==> src/rtl/eth_tx_frame.sv <==
// eth_tx_frame
// GMII-side Ethernet transmit framer. Takes a frame byte stream (DA, SA,
// type/length, payload) over valid/ready and drives GMII TX as preamble,
// SFD, frame bytes, zero padding up to the minimum length, CRC-32 FCS, and
// then holds the line idle for the inter-frame gap.
//
// Ports
//   i_tx_clk      transmit clock, everything on the rising edge
//   i_rst         synchronous active-high reset
//   i_valid       upstream byte valid
//   i_data[7:0]   upstream frame byte
//   i_last        final byte of the frame (qualified by i_valid)
//   o_ready       combinational: byte taken on an edge with i_valid & o_ready
//   o_tx_en       GMII TX_EN (registered)
//   o_tx_er       GMII TX_ER (registered)
//   o_txd[7:0]    GMII TXD (registered)
//   o_fsm_state   current state encoding
//   o_frame_done  one-cycle pulse alongside the last FCS byte of a good frame
module eth_tx_frame #(
  parameter int PRE_LEN = 7,
  parameter int MIN_LEN = 60,
  parameter int MAX_LEN = 1514,
  parameter int IFG_LEN = 12
) (
  input  logic       i_tx_clk,
  input  logic       i_rst,
  input  logic       i_valid,
  input  logic [7:0] i_data,
  input  logic       i_last,
  output logic       o_ready,
  output logic       o_tx_en,
  output logic       o_tx_er,
  output logic [7:0] o_txd,
  output logic [2:0] o_fsm_state,
  output logic       o_frame_done
);

  typedef enum logic [2:0] {
    IDLE = 3'b000,
    PRE  = 3'b001,
    SFD  = 3'b010,
    DATA = 3'b011,
    PAD  = 3'b100,
    FCS  = 3'b101,
    IFG  = 3'b110
  } state_e;

  localparam logic [7:0]  PRE_CNT = 8'(PRE_LEN);
  localparam logic [7:0]  IFG_CNT = 8'(IFG_LEN);
  localparam logic [10:0] MIN_CNT = 11'(MIN_LEN);
  localparam logic [10:0] MAX_CNT = 11'(MAX_LEN);

  state_e      state_q, state_d;
  logic [7:0]  phaseCnt_q, phaseCnt_d;
  logic [10:0] byteCnt_q, byteCnt_d;
  logic [31:0] crc_q, crc_d;
  logic        lastSeen_q, lastSeen_d;
  logic        abort_q, abort_d;
  logic        txEn_q, txEn_d;
  logic        txEr_q, txEr_d;
  logic [7:0]  txd_q, txd_d;
  logic        frameDone_q, frameDone_d;

  logic        accept;
  logic        underrun;
  logic        oversize;
  logic [31:0] crcInv;

  // One byte step of the reflected CRC-32 (0x04C11DB7 reversed = 0xEDB88320).
  function automatic logic [31:0] crcByte(input logic [31:0] crcIn, input logic [7:0] b);
    logic [31:0] c;
    c = crcIn ^ {24'h000000, b};
    for (int k = 0; k < 8; k++) begin
      c = c[0] ? ((c >> 1) ^ 32'hEDB88320) : (c >> 1);
    end
    return c;
  endfunction

  // Upstream may push bytes from SFD onward until the i_last byte has been
  // taken; an aborted frame refuses everything until the gap starts.
  assign o_ready  = (state_q == SFD) ||
                    ((state_q == DATA) && !lastSeen_q && !abort_q);
  assign accept   = i_valid & o_ready;
  assign underrun = o_ready & ~i_valid;
  assign oversize = accept & (byteCnt_q == MAX_CNT);
  assign crcInv   = ~crc_q;

  assign o_tx_en      = txEn_q;
  assign o_tx_er      = txEr_q;
  assign o_txd        = txd_q;
  assign o_frame_done = frameDone_q;
  assign o_fsm_state  = state_q;

  // State register plus every datapath/output register; outputs change on
  // the same edge as the state so each GMII cycle matches o_fsm_state.
  always_ff @(posedge i_tx_clk) begin
    if (i_rst) begin
      state_q     <= IDLE;
      phaseCnt_q  <= 8'd0;
      byteCnt_q   <= 11'd0;
      crc_q       <= 32'hFFFFFFFF;
      lastSeen_q  <= 1'b0;
      abort_q     <= 1'b0;
      txEn_q      <= 1'b0;
      txEr_q      <= 1'b0;
      txd_q       <= 8'h00;
      frameDone_q <= 1'b0;
    end else begin
      state_q     <= state_d;
      phaseCnt_q  <= phaseCnt_d;
      byteCnt_q   <= byteCnt_d;
      crc_q       <= crc_d;
      lastSeen_q  <= lastSeen_d;
      abort_q     <= abort_d;
      txEn_q      <= txEn_d;
      txEr_q      <= txEr_d;
      txd_q       <= txd_d;
      frameDone_q <= frameDone_d;
    end
  end

  // Next-state logic. A fault (underrun or oversize) keeps the FSM in DATA
  // for one more cycle with abort_q set, which is the TX_ER cycle, and only
  // then moves to the gap.
  always_comb begin
    state_d = state_q;
    case (state_q)
      IDLE: if (i_valid) state_d = PRE;
      PRE:  if (phaseCnt_q == PRE_CNT) state_d = SFD;
      SFD:  state_d = DATA;
      DATA: begin
        if (abort_q) begin
          state_d = IFG;
        end else if (lastSeen_q) begin
          state_d = (byteCnt_q < MIN_CNT) ? PAD : FCS;
        end
      end
      PAD:  if (byteCnt_q >= MIN_CNT) state_d = FCS;
      FCS:  if (phaseCnt_q == 8'd4) state_d = IFG;
      IFG:  if (phaseCnt_q == IFG_CNT) state_d = IDLE;
      default: state_d = IDLE;
    endcase
  end

  // Output and datapath logic: decides what the GMII registers carry during
  // the next cycle, together with the byte counter, CRC and phase counter.
  always_comb begin
    phaseCnt_d  = phaseCnt_q;
    byteCnt_d   = byteCnt_q;
    crc_d       = crc_q;
    lastSeen_d  = lastSeen_q;
    abort_d     = abort_q;
    txEn_d      = 1'b0;
    txEr_d      = 1'b0;
    txd_d       = 8'h00;
    frameDone_d = 1'b0;
    case (state_q)
      IDLE: begin
        byteCnt_d  = 11'd0;
        crc_d      = 32'hFFFFFFFF;
        lastSeen_d = 1'b0;
        abort_d    = 1'b0;
        phaseCnt_d = 8'd0;
        if (i_valid) begin
          txEn_d     = 1'b1;
          txd_d      = 8'h55;
          phaseCnt_d = 8'd1;
        end
      end
      PRE: begin
        txEn_d    = 1'b1;
        byteCnt_d = 11'd0;
        crc_d     = 32'hFFFFFFFF;
        if (phaseCnt_q == PRE_CNT) begin
          txd_d = 8'hD5;
        end else begin
          txd_d      = 8'h55;
          phaseCnt_d = phaseCnt_q + 8'd1;
        end
      end
      SFD, DATA: begin
        if ((state_q == DATA) && abort_q) begin
          phaseCnt_d = 8'd1;
        end else if ((state_q == DATA) && lastSeen_q) begin
          txEn_d = 1'b1;
          if (byteCnt_q < MIN_CNT) begin
            crc_d     = crcByte(crc_q, 8'h00);
            byteCnt_d = byteCnt_q + 11'd1;
          end else begin
            txd_d      = crcInv[7:0];
            phaseCnt_d = 8'd1;
          end
        end else if (underrun || oversize) begin
          // The offending byte of an oversize frame is dropped here.
          txEn_d  = 1'b1;
          txEr_d  = 1'b1;
          abort_d = 1'b1;
        end else begin
          txEn_d     = 1'b1;
          txd_d      = i_data;
          crc_d      = crcByte(crc_q, i_data);
          byteCnt_d  = byteCnt_q + 11'd1;
          lastSeen_d = i_last;
        end
      end
      PAD: begin
        txEn_d = 1'b1;
        if (byteCnt_q < MIN_CNT) begin
          crc_d     = crcByte(crc_q, 8'h00);
          byteCnt_d = byteCnt_q + 11'd1;
        end else begin
          txd_d      = crcInv[7:0];
          phaseCnt_d = 8'd1;
        end
      end
      FCS: begin
        // phaseCnt_q selects which FCS byte goes out next (byte 0 was sent
        // on entry), least-significant byte first.
        if (phaseCnt_q != 8'd4) begin
          txEn_d      = 1'b1;
          txd_d       = crcInv[{phaseCnt_q[1:0], 3'b000} +: 8];
          frameDone_d = (phaseCnt_q == 8'd3);
          phaseCnt_d  = phaseCnt_q + 8'd1;
        end else begin
          phaseCnt_d = 8'd1;
        end
      end
      IFG: begin
        if (phaseCnt_q == IFG_CNT) begin
          phaseCnt_d = 8'd0;
        end else begin
          phaseCnt_d = phaseCnt_q + 8'd1;
        end
      end
      default: begin
        phaseCnt_d = 8'd0;
        byteCnt_d  = 11'd0;
        crc_d      = 32'hFFFFFFFF;
        lastSeen_d = 1'b0;
        abort_d    = 1'b0;
      end
    endcase
  end

endmodule

==> config.mk <==
export PLATFORM = sky130hd
export DESIGN_NAME = eth_tx_frame
export DESIGN_NICKNAME = d
export VERILOG_FILES = /design/src/rtl/eth_tx_frame.sv
export SDC_FILE = /design/constraint.sdc
export NUM_CORES = 1
export LEC_CHECK = 0
export CAP_MARGIN = 20
export CORE_MARGIN = 10
export CORE_UTILIZATION = 60
export CTS_BUF_LIST = sky130_fd_sc_hd__clkbuf_4
export CTS_CLUSTER_DIAMETER = 60
export DETAILED_ROUTE_END_ITERATION = 16
export GPL_TIMING_DRIVEN = 0
export HOLD_SLACK_MARGIN = 0.05
export PLACE_DENSITY = 0.79
export SLEW_MARGIN = 20
export SYNTH_ARGS = -nofsm -noshare
export SYNTH_HDL_FRONTEND = slang
export SYNTH_SLANG_ARGS = --single-unit
==> constraint.sdc <==
create_clock -name i_tx_clk -period 3.4 [get_ports i_tx_clk]
set_input_delay 0.68 -clock i_tx_clk [delete_from_list [all_inputs] [get_ports i_tx_clk]]
set_output_delay 0.68 -clock i_tx_clk [all_outputs]
set_load 0.05 [all_outputs]
==> out/results.md, run 1 <==
| Group | Metric | Value |
|:---|:---|:---|
| timing | Measured slew at the worst slew-check pin | 1.05 ns |
| status | Result of the run | complete, no violations |
| power | Power density relative to cell area | 376 nW/um2 |
| clock tree | CTS tree | done |
| grt | First-pass GRT wire length | 26.7 mm |
| grt | Number of antenna violations at the first check in global routing | 0 |
| yosys | Share of the synthesized area in the top cell type | 25.9% |
| timing | Number of setup violations in the final report | 0 |
| die | Die ar. | 12800 um2 |
| detailed routing | Routed wire length per instance | 22.5 um |
| power | Largest voltage drop on the vdd net | 0.273 mV |
| grt | Remaining global-route overflow | 0 |
| timing | Final setup TNS | 0 ns |
| worst setup path | Data required, critical path | 3.70 ns |
| placement | Number of buffers inserted by port buffering | 22 |
| worst setup path | Crit-path max FO | 10 |
| finish | Area of the multi-input gates | 3630 um2 |
| timing | RSZ-0062 raised after global routing | no |
| yosys | Main area contributors after synthesis | sky130_fd_sc_hd__dfxtp_1 26%, sky130_fd_sc_hd__xnor2_1 14%, sky130_fd_sc_hd__a21oi_1 6.0% |
| finish | Utilization of the core after routing | 69.0% |
| yosys | Most repeated cell in the gate-level netlist after synthesis | sky130_fd_sc_hd__xnor2_1 |
| detailed routing | Via count | 5159 |
| timing | Final number of hold-violating endpoints | 0 |
| worst setup path | Category of the most critical setup path | reg2reg |
| worst setup path | Category of the worst setup path launch point | register |
| clock tree | Number of buffers added by the clock tree synthesis step | 9 |
| grt | Via count of the first global-routing pass | 4869 |
| yosys | Post-synth top area cell | sky130_fd_sc_hd__dfxtp_1 |
| detailed routing | DRC violation total after the first TritonRoute iteration | 577 |
| min path | Type of the worst min-delay path | reg2reg |
| timing | Fin. max-slew vios | 0 |
| power | Static leakage power | 1.95 nW |
| die | Number of primary I/O pins | 27 |
| worst setup path | Arrival time at the worst endpoint | 3.42 ns |
| worst setup path | Reg2Reg Setup Slack | 0.27 ns |
| timing | Final worst path period share | 92.0% |
| yosys | Number of enable-type register cells in the synthesized netlist | 0 |
| finish | Relative area change from synthesis to final layout | 10.4% |
| yosys | Proportion of synthesized flip-flops having asynchronous set or reset | 0% |
| finish | # diodes | 0 |
| placement | Detailed Place HPWL | 12.5 mm |
| die | Die X-Extent | 113 um |
| timing | Timing-limited maximum frequency | 0.320 GHz |
| die | Starting Density | 62.5% |
| finish | Area of all sequential standard cells | 1340 um2 |
| clock tree | Buffer depth of the longest clock path | 2 |
| yosys | Commonest cells post-synth | 82 x sky130_fd_sc_hd__xnor2_1, 67 x sky130_fd_sc_hd__dfxtp_1, 62 x sky130_fd_sc_hd__a21oi_1, 54 x sky130_fd_sc_hd__nor2_1, 48 x sky130_fd_sc_hd__o21ai_0 |
| yosys | Sequential fraction of the synthesis area | 25.9% |
| clock tree | Number of clock sinks seen by CTS | 67 |
| die | Vert. Die Dim | 113 um |
| detailed routing | DRT Pass-1 Iters | 5 |
| clock tree | Latest clock arrival within the worst-skew pair | 0.44 ns |
| timing | Minimum clock period | 3.13 ns |
| yosys | Synthesized area divided by synthesized cell count | 8.41 um2 |
| yosys | Number of synthesized register bits | 67 |
| finish | Final #Nets | 668 |
| clock tree | H-tree levels | 3 |
| yosys | Yosys warning total | 0 |
| grt | Global Route Usage Sum | 26.0% |
| die | Core Region | 8300 um2 |
| worst setup path | Crit end category | register |
| detailed routing | Number of vias per cell after detailed routing | 6.78 |
| finish | # fillers | 734 |
| grt | Pin count of the biggest net entering global routing | 14 |
| yosys | Number of different library cells in the post-synthesis netlist | 71 |
| yosys | Most instantiated flip-flop cell in the synthesis netlist | sky130_fd_sc_hd__dfxtp_1 |
| clock tree | Cell at the root of the clock tree | sky130_fd_sc_hd__clkbuf_4 |
| detailed routing | DRC Markers | 0 |
| yosys | Summed instance area of the synthesized netlist | 5190 um2 |
| yosys | Synthesized Nets | 634 |
| finish | Fraction of final layout cells with drive strength greater than 1 | 8.08% |
| timing | Clock skew | 0.0213 ns |
| detailed routing | Overall routed net length | 17.1 mm |
| timing | Worst max-slew margin expressed relative to the limit | 30.0% |
| die | Num rows | 33 |
| placement | Final weighted congestion in routability-driven placement | 1.01 |
| run | Max cap viols | 0 |
| detailed routing | Final antenna-violating net count | 0 |
| clock tree | CTS clk-pin slew, worst paths | 0.14 ns |
| yosys | Syn Inst Count | 617 |
==> worst paths after layout <==
path,from,end,cells after the start
worst max register to register,abort_q,crc_q[1],9
worst max-delay path,abort_q,crc_q[1],9
worst min-delay path,byteCnt_q[9],byteCnt_q[9],1
worst min register to register,byteCnt_q[9],byteCnt_q[9],1
==> layer usage <==
layer,share of wire [%],global-route usage [%],vias up
li1,-,-,2325
met1,41,34.5,2428
met2,44,38.4,351
met3,12,7.92,55
met4,3.3,10.3,0
met5,0,0,-
==> registers in the layout, indices dropped and copies added (netlist names) <==
signal and cells:
abort_q 1, byteCnt_q 11, crc_q 32, lastSeen_q 1, o_frame_done 1, o_fsm_state 3, o_tx_en 1, o_tx_er 1
o_txd 8, phaseCnt_q 8
==> cells by family (layout without fill, tap and decap cells) <==
logic type | after synthesis | count (layout) | share of synthesized area, %
AO/OA/AOI/OAI | 201 | 201 | 25.3
XOR/XNOR | 126 | 126 | 24.5
adder cells (fa/ha/maj) | 5 | 5 | 1.21
buffers and inverters | 55 | 94 | 4.44
flip-flops | 67 | 67 | 25.9
multiplexers | 13 | 13 | 4.51
AND/OR/NAND/NOR | 150 | 150 | 14.2
==> cell type report <==
class / count / area share [%]
inverter: 10 / 0.655
timing repair buffer: 23 / 3.98
sequential: 67 / 23.4
tap: 105 / 2.29
clock buffer: 9 / 1.18
clock inverter: 7 / 1.73
buffer: 45 / 3.36
multi-input combinational: 495 / 63.4
==> layout by cell type, fill, tap and decap left out, drive strengths merged, types with 6 or more instances in the layout <==
master and count:
xnor2 86, dfxtp 67, nand2 28, nor2b 6, mux4 8, nand4 6, and3 9, xor2 33
and2 6, nor2 54, a21oi 62, nand3 9, a221oi 6, buf 15, o2bb2ai 8, a311oi 6
o22ai 6, nor3 11, o21ai 51, inv 12, clkdlybuf4s50 21, o221ai 7, clkbuf 40, a221o 11
==> metrics by stage <==
stage	std cells	cell area, um2	total power [mW]	setup WS (ns)	hold slack, ns
floorplan	617	5190	1.33	0.776	0.461
global placement	744	5540	1.48	0.0976	0.483
detailed placement	744	5540	1.49	0.0470	0.502
CTS	760	5710	2.14	0.0685	0.528
global route	761	5730	2.22	0.211	0.583
finish	761	5730	2.16	0.273	0.537
==> worst max-delay path: stages, from the launching register on <==
cell and delay [ns]:
sky130_fd_sc_hd__dfxtp_1 0.33, sky130_fd_sc_hd__clkbuf_1 0.33, sky130_fd_sc_hd__o21ai_0 0.27, sky130_fd_sc_hd__nand2_1 0.25
sky130_fd_sc_hd__inv_1 0.12, sky130_fd_sc_hd__a21boi_1 0.80, sky130_fd_sc_hd__clkbuf_1 0.45, sky130_fd_sc_hd__o221ai_1 0.23
sky130_fd_sc_hd__o21ai_0 0.12, sky130_fd_sc_hd__nand2_1 0.09
==> power breakdown <==
part           total, mW  switching [mW]  leakage (nW)  internal [mW]
Sequential         0.848          0.0338         0.544          0.814
Clock              0.654           0.351        0.0869          0.303
Combinational      0.654           0.397          1.32          0.257
==> timing repair <==
action	4_1_cts	5_1_grt
setup endpoints to repair	0	1
setup buffers	0	0
gates resized for setup	0	1
hold buffers	0	0
Power figures use the tool's default switching activity.
==> run 2, diff against run 1 <==
--- a/config.mk
+++ b/config.mk
@@ -7,13 +7,14 @@
 export LEC_CHECK = 0
 export CAP_MARGIN = 20
 export CORE_MARGIN = 10
-export CORE_UTILIZATION = 60
+export CORE_UTILIZATION = 59
 export CTS_BUF_LIST = sky130_fd_sc_hd__clkbuf_4
 export CTS_CLUSTER_DIAMETER = 60
 export DETAILED_ROUTE_END_ITERATION = 16
 export GPL_TIMING_DRIVEN = 0
 export HOLD_SLACK_MARGIN = 0.05
-export PLACE_DENSITY = 0.79
+export PLACE_DENSITY = 0.85
+export SKIP_CTS_REPAIR_TIMING = 1
 export SLEW_MARGIN = 20
 export SYNTH_ARGS = -nofsm -noshare
 export SYNTH_HDL_FRONTEND = slang
==> run 2 against run 1 <==
Compared with the run above: worst hold slack got worse by 0.0018 ns; global-route usage decreased by 1.0 points; combinational power about the same; die area increased by 1.4%; cell count increased by 0.26%; first-iteration DRC count increased by 17%; critical path depth decreased by 1; highest routed layer unchanged.
==> out/results.md, run 2 (synthesis gave the netlist of run 1 again) <==
| Group | Metric | Value |
|:---|:---|:---|
| worst setup path | Arrival time at the worst endpoint | 3.44 ns |
| min path | Type of the worst min-delay path | reg2reg |
| detailed routing | Routed wire length per instance | 21.8 um |
| timing | Final setup TNS | 0 ns |
| timing | Measured slew at the worst slew-check pin | 1.10 ns |
| timing | Minimum clock period | 3.12 ns |
| clock tree | CTS tree | done |
| detailed routing | DRC violation total after the first TritonRoute iteration | 674 |
| worst setup path | CP most frequent cell | sky130_fd_sc_hd__clkbuf_1 |
| worst setup path | Crit end category | register |
| finish | Most common library cell in the layout ignoring fill and taps | sky130_fd_sc_hd__xnor2_1 |
| die | Die X-Extent | 114 um |
| grt | Pin count of the biggest net entering global routing | 12 |
| timing | Final number of hold-violating endpoints | 0 |
| detailed routing | Via count | 5246 |
| finish | Fraction of final layout cells with drive strength greater than 1 | 7.18% |
| clock tree | Latest clock arrival within the worst-skew pair | 0.44 ns |
| timing | Number of setup violations in the final report | 0 |
| die | Die ar. | 12900 um2 |
| power | Static leakage power | 1.92 nW |
| detailed routing | Number of vias per cell after detailed routing | 6.88 |
| finish | Area of the multi-input gates | 3620 um2 |
| finish | Largest reg by FF count | crc_q |
| finish | # fillers | 725 |
| grt | Remaining global-route overflow | 0 |
| worst setup path | Category of the most critical setup path | reg2reg |
| finish | Relative area change from synthesis to final layout | 9.33% |
| placement | Final weighted congestion in routability-driven placement | 1.01 |
| grt | Via count of the first global-routing pass | 4946 |
| die | Starting Density | 60.1% |
| worst setup path | Category of cells accounting for the largest share of critical-path delay | compound AO/OA/AOI/OAI gates |
| finish | Final #Nets | 667 |
| worst setup path | Critical Path, Cell by Cell | clkbuf_1, o21ai_0, nand2_1, inv_1, a21boi_1, clkbuf_1, a32oi_1, o311ai_0 |
| die | Vert. Die Dim | 114 um |
| run | Max cap viols | 0 |
| worst setup path | Crit-path max FO | 10 |
| clock tree | Cell at the root of the clock tree | sky130_fd_sc_hd__clkbuf_4 |
| die | Core Region | 8640 um2 |
| grt | First-pass GRT wire length | 26.2 mm |
| detailed routing | DRT Pass-1 Iters | 6 |
| worst setup path | Data required, critical path | 3.72 ns |
| power | Power density relative to cell area | 358 nW/um2 |
| grt | Global Route Usage Sum | 25.0% |
| timing | Final worst path period share | 91.8% |
| placement | Number of buffers inserted by port buffering | 22 |
| power | Largest voltage drop on the vdd net | 0.220 mV |
| detailed routing | Overall routed net length | 16.7 mm |
| timing | Fin. max-slew vios | 0 |
| clock tree | Buffer depth of the longest clock path | 2 |
| worst setup path | Category of the worst setup path launch point | register |
| finish | Commonest cells after routing, fill and taps aside | 82 x sky130_fd_sc_hd__xnor2_1, 67 x sky130_fd_sc_hd__dfxtp_1, 62 x sky130_fd_sc_hd__a21oi_1 |
| die | Number of primary I/O pins | 27 |
| finish | Flip-flop count of the largest register after layout | 32 |
| grt | Number of antenna violations at the first check in global routing | 0 |
| finish | Largest regs | crc_q x32, byteCnt_q x11 |
| power | Power consumption | 2.03 mW |
| detailed routing | DRC Markers | 0 |
| finish | # diodes | 0 |
| timing | Clock skew | 0.0235 ns |
| clock tree | Number of buffers added by the clock tree synthesis step | 9 |
| timing | Worst max-slew margin expressed relative to the limit | 26.8% |
| timing | Worst Hold Margin | 0.535 ns |
| worst setup path | CP bufs+invs | 3 |
| worst setup path | Slowest stage cell, crit path | sky130_fd_sc_hd__a21boi_1 |
| detailed routing | Final antenna-violating net count | 0 |
| die | Num rows | 34 |
| clock tree | Number of clock sinks seen by CTS | 67 |
| status | Result of the run | complete, no violations |
| clock tree | CTS clk-pin slew, worst paths | 0.13 ns |
| clock tree | H-tree levels | 3 |
| timing | RSZ-0062 raised after global routing | no |
| finish | Area of all sequential standard cells | 1340 um2 |
| worst setup path | Crit-path max cell delay | 0.84 ns |
| placement | Detailed Place HPWL | 11.9 mm |
| timing | Timing-limited maximum frequency | 0.320 GHz |
run 2: cell count changes in the layout (fill, tap and decap cells not counted), sizes merged:
| cell | change |
|---|---|
| bufinv | -1 |
| clkbuf | -1 |
| clkinv | +3 |
| inv | -2 |
run 2: path summary, 6_finish.rpt:
path / startpoint / cells after the start / slack [ns] / end
worst min register to register: phaseCnt_q[5] / 2 / 0.54 / phaseCnt_q[5]
worst max register to register: abort_q / 8 / 0.28 / crc_q[24]
worst max-delay path: abort_q / 8 / 0.28 / crc_q[24]
worst min-delay path: phaseCnt_q[5] / 2 / 0.54 / phaseCnt_q[5]
run 2: power breakdown:
group	internal, mW	total (mW)	switching [mW]	leakage (nW)
Sequential	0.813	0.847	0.0333	0.544
Clock	0.214	0.531	0.316	0.0682
Combinational	0.256	0.652	0.396	1.31
Total	1.28	2.03	0.746	1.92
run 2: per-stage QoR:
stage / instance area, um2 / setup WS (ns) / util, % / cells
floorplan: 5190 / 0.776 / - / 617
global placement: 5540 / 0.205 / 64.2 / 747
detailed placement: 5540 / 0.120 / 64.2 / 747
CTS: 5670 / 0.114 / 65.7 / 763
global route: 5670 / 0.125 / 65.7 / 763
finish: 5670 / 0.280 / 65.7 / 763
run 2: metal layers:
layer / track usage, % / part of all wire (%) / vias to the layer above
met5: 0 / 0 / -
met4: 11.4 / 3.5 / 0
met3: 6.35 / 13 / 63
met1: 31.7 / 40 / 2463
met2: 38.9 / 44 / 395
li1: - / - / 2325
run 2: cell type report:
| type | count | area share [%] |
|---|---|---|
| clock buffer | 9 | 1.19 |
| timing repair buffer | 22 | 3.93 |
| buffer | 45 | 3.40 |
| clock inverter | 7 | 1.04 |
| inverter | 10 | 0.662 |
| sequential | 67 | 23.6 |
| multi-input combinational | 495 | 63.8 |
| tap | 108 | 2.38 |
run 2: worst register-to-register path, cell delays in order, from the launching register on:
cell                       delay (ns)
sky130_fd_sc_hd__dfxtp_1         0.33
sky130_fd_sc_hd__clkbuf_1        0.33
sky130_fd_sc_hd__o21ai_0         0.26
sky130_fd_sc_hd__nand2_1         0.26
sky130_fd_sc_hd__inv_1           0.13
sky130_fd_sc_hd__a21boi_1        0.84
sky130_fd_sc_hd__clkbuf_1        0.54
sky130_fd_sc_hd__a32oi_1         0.19
sky130_fd_sc_hd__o311ai_0        0.15
